[src/rtl/spi_pkg.sv]
// spi_pkg: shared state encoding and default widths for the SPI controller blocks
package spi_pkg;
    localparam int SPI_DIV_W = 8;
    localparam int SPI_CNT_W = 6;
    typedef enum logic [1:0] {ST_IDLE, ST_RUN, ST_TAIL} spi_state_e;
endpackage

[src/rtl/spi_tick_counter.sv]
// spi_tick_counter: loadable 0..max_i counter with a wrap pulse on the terminal count
module spi_tick_counter #(
    parameter int W = 8
) (
    input  logic         clk,
    input  logic         rst,
    input  logic         load_i,
    input  logic         en_i,
    input  logic [W-1:0] max_i,
    output logic         wrap_o
);
    logic [W-1:0] cnt_q, cnt_d;
    assign wrap_o = en_i & ~load_i & (cnt_q == max_i);
    always_comb cnt_d = (load_i | wrap_o) ? '0 : en_i ? cnt_q + 1'b1 : cnt_q;
    always_ff @(posedge clk)
        if (rst) cnt_q <= '0;
        else     cnt_q <= cnt_d;
endmodule

[src/rtl/spi_sclk_gen.sv]
// spi_sclk_gen: programmable burst SCLK generator with CPOL/CPHA shift and sample strobes
module spi_sclk_gen
    import spi_pkg::*;
#(
    parameter int DIV_W = SPI_DIV_W,
    parameter int CNT_W = SPI_CNT_W
) (
    input  logic             clk,
    input  logic             rst,
    input  logic [DIV_W-1:0] div_i,
    input  logic             cpol_i,
    input  logic             cpha_i,
    input  logic [CNT_W-1:0] nbits_i,
    input  logic             start_i,
    input  logic             abort_i,
    output logic             busy_o,
    output logic             done_o,
    output logic             sclk_o,
    output logic             lead_o,
    output logic             trail_o,
    output logic             shift_o,
    output logic             sample_o
);
    spi_state_e       state_q, state_d;
    logic [DIV_W-1:0] div_q, div_d;
    logic [CNT_W-1:0] nbits_q, nbits_d;
    logic [CNT_W:0]   edge_q, edge_d, edge_nxt, edge_end;
    logic             cpol_q, cpol_d, cpha_q, cpha_d;
    logic             sclk_q, sclk_d, done_q, done_d;
    logic             lead_q, lead_d, trail_q, trail_d;
    logic             shift_q, shift_d, sample_q, sample_d;
    logic             idle, accept, wrap;
    assign idle     = (state_q == ST_IDLE);
    assign accept   = idle & start_i & ~abort_i;
    assign edge_nxt = edge_q + 1'b1;
    assign edge_end = {nbits_q, 1'b0};
    spi_tick_counter #(.W(DIV_W)) u_half (
        .clk    (clk),
        .rst    (rst),
        .load_i (idle),
        .en_i   (1'b1),
        .max_i  (div_q),
        .wrap_o (wrap)
    );
    always_comb begin
        state_d  = state_q;
        div_d    = div_q;
        nbits_d  = nbits_q;
        cpol_d   = cpol_q;
        cpha_d   = cpha_q;
        edge_d   = edge_q;
        sclk_d   = sclk_q;
        done_d   = 1'b0;
        lead_d   = 1'b0;
        trail_d  = 1'b0;
        shift_d  = 1'b0;
        sample_d = 1'b0;
        case (state_q)
            ST_IDLE: begin
                sclk_d = cpol_i;
                if (accept) begin
                    div_d   = div_i;
                    nbits_d = nbits_i;
                    cpol_d  = cpol_i;
                    cpha_d  = cpha_i;
                    edge_d  = '0;
                    state_d = (nbits_i == '0) ? ST_TAIL : ST_RUN;
                    // CPHA=0 presents the first bit before any edge
                    shift_d = ~cpha_i & (nbits_i != '0);
                end
            end
            ST_RUN: if (wrap) begin
                sclk_d   = ~sclk_q;
                edge_d   = edge_nxt;
                lead_d   = edge_nxt[0];
                trail_d  = ~edge_nxt[0];
                shift_d  = cpha_q ? edge_nxt[0] : ~edge_nxt[0] & (edge_nxt != edge_end);
                sample_d = cpha_q ? ~edge_nxt[0] : edge_nxt[0];
                state_d  = (edge_nxt == edge_end) ? ST_TAIL : ST_RUN;
            end
            ST_TAIL: begin
                sclk_d = cpol_q;
                if (wrap) begin
                    done_d  = 1'b1;
                    state_d = ST_IDLE;
                end
            end
            default: state_d = ST_IDLE;
        endcase
        if (abort_i & ~idle) begin
            state_d  = ST_IDLE;
            sclk_d   = cpol_q;
            done_d   = 1'b0;
            lead_d   = 1'b0;
            trail_d  = 1'b0;
            shift_d  = 1'b0;
            sample_d = 1'b0;
        end
    end
    always_ff @(posedge clk) begin
        if (rst) begin
            state_q  <= ST_IDLE;
            div_q    <= '0;
            nbits_q  <= '0;
            cpol_q   <= 1'b0;
            cpha_q   <= 1'b0;
            edge_q   <= '0;
            sclk_q   <= 1'b0;
            done_q   <= 1'b0;
            lead_q   <= 1'b0;
            trail_q  <= 1'b0;
            shift_q  <= 1'b0;
            sample_q <= 1'b0;
        end else begin
            state_q  <= state_d;
            div_q    <= div_d;
            nbits_q  <= nbits_d;
            cpol_q   <= cpol_d;
            cpha_q   <= cpha_d;
            edge_q   <= edge_d;
            sclk_q   <= sclk_d;
            done_q   <= done_d;
            lead_q   <= lead_d;
            trail_q  <= trail_d;
            shift_q  <= shift_d;
            sample_q <= sample_d;
        end
    end
    assign busy_o   = ~idle;
    assign done_o   = done_q;
    assign sclk_o   = sclk_q;
    assign lead_o   = lead_q;
    assign trail_o  = trail_q;
    assign shift_o  = shift_q;
    assign sample_o = sample_q;
endmodule

[config.mk]
export PLATFORM = sky130hd
export DESIGN_NAME = spi_sclk_gen
export DESIGN_NICKNAME = d
export VERILOG_FILES = /design/src/rtl/spi_pkg.sv /design/src/rtl/spi_tick_counter.sv /design/src/rtl/spi_sclk_gen.sv
export SDC_FILE = /design/constraint.sdc
export NUM_CORES = 1
export LEC_CHECK = 0
export BUFFER_PORTS_ARGS = -buffer_cell sky130_fd_sc_hd__buf_4
export CAP_MARGIN = 20
export CELL_PAD_IN_SITES_DETAIL_PLACEMENT = 1
export CELL_PAD_IN_SITES_GLOBAL_PLACEMENT = 1
export CORE_ASPECT_RATIO = 2
export CORE_MARGIN = 8
export CORE_UTILIZATION = 29
export DETAILED_ROUTE_END_ITERATION = 12
export PLACE_DENSITY_LB_ADDON = 0.1
export REMOVE_ABC_BUFFERS = 1
export SKIP_CTS_REPAIR_TIMING = 1
export SYNTH_ARGS = -nofsm -noshare
export SYNTH_HDL_FRONTEND = slang
export SYNTH_SLANG_ARGS = --single-unit
[constraint.sdc]
create_clock -name clk -period 3.8 [get_ports clk]
set_input_delay 0.19 -clock clk [delete_from_list [all_inputs] [get_ports clk]]
set_output_delay 0.19 -clock clk [all_outputs]
set_load 0.03 [all_outputs]
==> key figures <==
STA
  • Final Cycle Share: 55.9%
  • Final worst path period need: 2.12 ns
  • Worst slew pin tran: 0.750 ns
  • Final setup violating endpoints: 0
  • F_max: 0.471 GHz
  • Slew Limit Fails: 0
  • Layout Skew: 0.00218 ns
  • RSZ-0062 raised after global routing: no
  • Fin Setup TNS: 0 ns
  • Worst hold margin: 0.155 ns
  • Fin. Hold Viols: 0
  • Relative slew slack: 50.0%

Worst setup path
  • Reg2reg path depth: 5
  • CP Data Required Time: 3.97 ns
  • Worst EP arrival: 2.30 ns
  • WS Path Type: register to register
  • Reg2reg end: sclk_o
  • FF-to-FF setup slack: 1.68 ns
  • Critical Path End Type: register
  • Reg-to-Reg Start: state_q[1]
  • CP startpoint kind: register
  • CP Max Fanout: 21

Detailed routing
  • Routed wire length: 5760 um
  • Residual DRC count: 0
  • Drt wl/cell: 16.4 um
  • Initial DRT Pass Iterations: 4
  • DR iter-0 viols: 79
  • Vias/cell: 5.03
  • Routed via count: 1770
  • ANT nets after route: 0

Synth
  • #FFs+latches synth: 39
  • Area leader, netlist: dfxtp_1
  • Post-synth ARST share: 0%
  • Seq/Total Area, Yosys: 40.2%
  • Largest cells by area after synthesis: dfxtp_1 (40%), nand2_1 (7.5%), xnor2_1 (7.2%)
  • Yosys top cell area share: 40.2%
  • Synthesized area per cell: 8.17 sq um
  • Synth cell types: 45
  • Post-synth EDFFs: 0
  • Synth Flop Type: dfxtp_1
  • Cell Area, Synth: 1940 sq um
  • Post-Synthesis Cells: 238
  • Warnings, synthesis: 0

Floorplanning
  • Starting Density: 29.6%
  • Die area: 9740 sq um
  • Core Area: 6570 sq um
  • Die width: 73.9 um
  • Ports: 27
  • Die H: 132 um
  • Site row count: 42

GRT
  • Tot GR Track Use: 12.6%
  • Antenna violations before repair: 0
  • Vias in the first global route: 1959
  • Largest net degree at the start of global routing: 25
  • First-pass GRT wire length: 9390 um
  • Congestion Overflow GR: 0

Flow run
  • Number of max-cap violations: 0

Finish
  • Synthesis-to-layout area growth: 21.9%
  • Layout Nets: 289
  • Ant diodes: 0
  • Layout cells sized above 1: 15.2%
  • Finished Core Util: 36.1%
  • Fin area: 2370 sq um

Clocking
  • Num CTS Buffers: 5
  • CTS tree: built
  • Clock tree buffer depth: 2
  • Sink Count: 39
  • CTS root buffer: clkbuf_16
  • Worst-path clk slew: 0.06 ns
  • H-tree depth: 2
  • Insertion delay to the later sink of the worst-skew pair: 0.28 ns

Hold path
  • Hold Crit Start: div_i[1]
  • Endpoint, Worst Hold: div_q[1]
  • Worst min-delay path category: input port to register
  • Cells on Worst Hold Path: 3

Power
  • Peak VDD IR: 0.212 mV
  • Net Sw Frac: 35.8%
  • Seq pwr share: 35.6%
  • Power share of the clock group: 31.3%
  • Pwr Total: 1.33 mW
  • Switching Power: 475 uW
  • Logic gate share of total power: 33.1%
  • PwrDens: 561 nW/um^2
  • P_leak: 0.855 nW
  • Internal cell power: 854 uW

Status
  • Status: completed

Place
  • Dpl hpwl: 4410 um
  • GP Congestion: 0.792
  • Dpl cell area: 2230 sq um
  • PortBufs: 26
[cell type report]
class                           instances  area, sq um
Tap cell                               88          110
Sequential cell                        39          781
Fill cell                             807         4200
Clock buffer                            6          139
Inverter                               11         41.3
Clock inverter                          1         5.00
Timing Repair Buffer                   29          218
Multi-Input combinational cell        178         1080
[synthesized netlist by cell type, types with 2 or more instances]
cell / count
dfxtp_1: 39
nand2_1: 39
a21oi_1: 27
nor2_1: 16
xnor2_1: 16
inv_1: 11
nand3_1: 11
nor3_1: 6
xor2_1: 6
ha_1: 5
o21ai_0: 5
clkbuf_1: 4
nand4b_1: 4
o311ai_0: 4
and3_1: 3
nand4_1: 3
nor2b_1: 3
a2bb2oi_1: 2
a31oi_1: 2
and2_1: 2
and3_4: 2
buf_1: 2
buf_2: 2
o2111ai_1: 2
o21a_1: 2
[through the flow]
step	instances	worst slack, ns
2_1_floorplan	228	1.65
3_3_place_gp	345	1.64
3_5_place_dp	345	1.60
4_1_cts	352	1.60
5_1_grt	352	1.45
6_report	352	1.68
[logic make-up after synthesis]
kind of cell / share of synthesized area, %
xor gates and xnor gates: 9.91
AOI/OAI and AO/OA: 18.1
adders and majority gates: 3.22
buffers and inverters: 4.44
DFF: 40.2
and+or+nand+nor: 24.1
[placed cells by master, fill, tap and decap left out, drive strengths merged, types with 3 or more instances in the layout]
cell    count
a21oi      27
and3        5
buf        29
clkbuf      6
dfxtp      39
ha          5
inv        11
nand2      39
nand3      11
nand4       3
nand4b      4
nor2       16
nor2b       3
nor3        6
o21ai       5
o311ai      4
xnor2      16
xor2        6
[flip-flops by register name, indices dropped and copies added (netlist names)]
register      cells
div_q             8
lead_o            1
shift_o           1
sample_o          1
sclk_o            1
nbits_q           6
cpha_q            1
u_half.cnt_q      8
cpol_q            1
done_o            1
trail_o           1
edge_q            7
state_q           2
[how the worst max path moves through the flow]
stage	from	to	slack, ns	cells after the start
3_3_place_gp	state_q[1]	sclk_o	1.64	5
6_report	state_q[1]	sclk_o	1.68	5
2_1_floorplan	state_q[0]	edge_q[3]	1.65	7
5_1_grt	state_q[1]	sclk_o	1.45	5
3_5_place_dp	state_q[1]	sclk_o	1.60	5
4_1_cts	state_q[1]	sclk_o	1.60	5
[critical path, cell delays in order, from the launching register on]
cell and delay, ns:
dfxtp_1 0.39, inv_1 0.08, ha_1 0.45, a2111oi_0 0.73, o21ai_0 0.20, o311a_1 0.15
[per-layer routing]
metal	routed length, um	up-vias	global-route usage [%]
li1	-	883	-
met1	2000	858	11.0
met2	3490	22	25.0
met3	164	7	2.67
met4	112	0	5.61
met5	0	-	0
[power by group through the flow]
stage               Clock (mW)  Sequential (mW)  Combinational, mW
floorplan                    0            0.484              0.276
global placement             0            0.483              0.446
detailed placement           0            0.484              0.444
CTS                      0.430            0.474              0.446
global route             0.446            0.479              0.483
finish                   0.416            0.473              0.441
(Power assumes the default switching activity.)
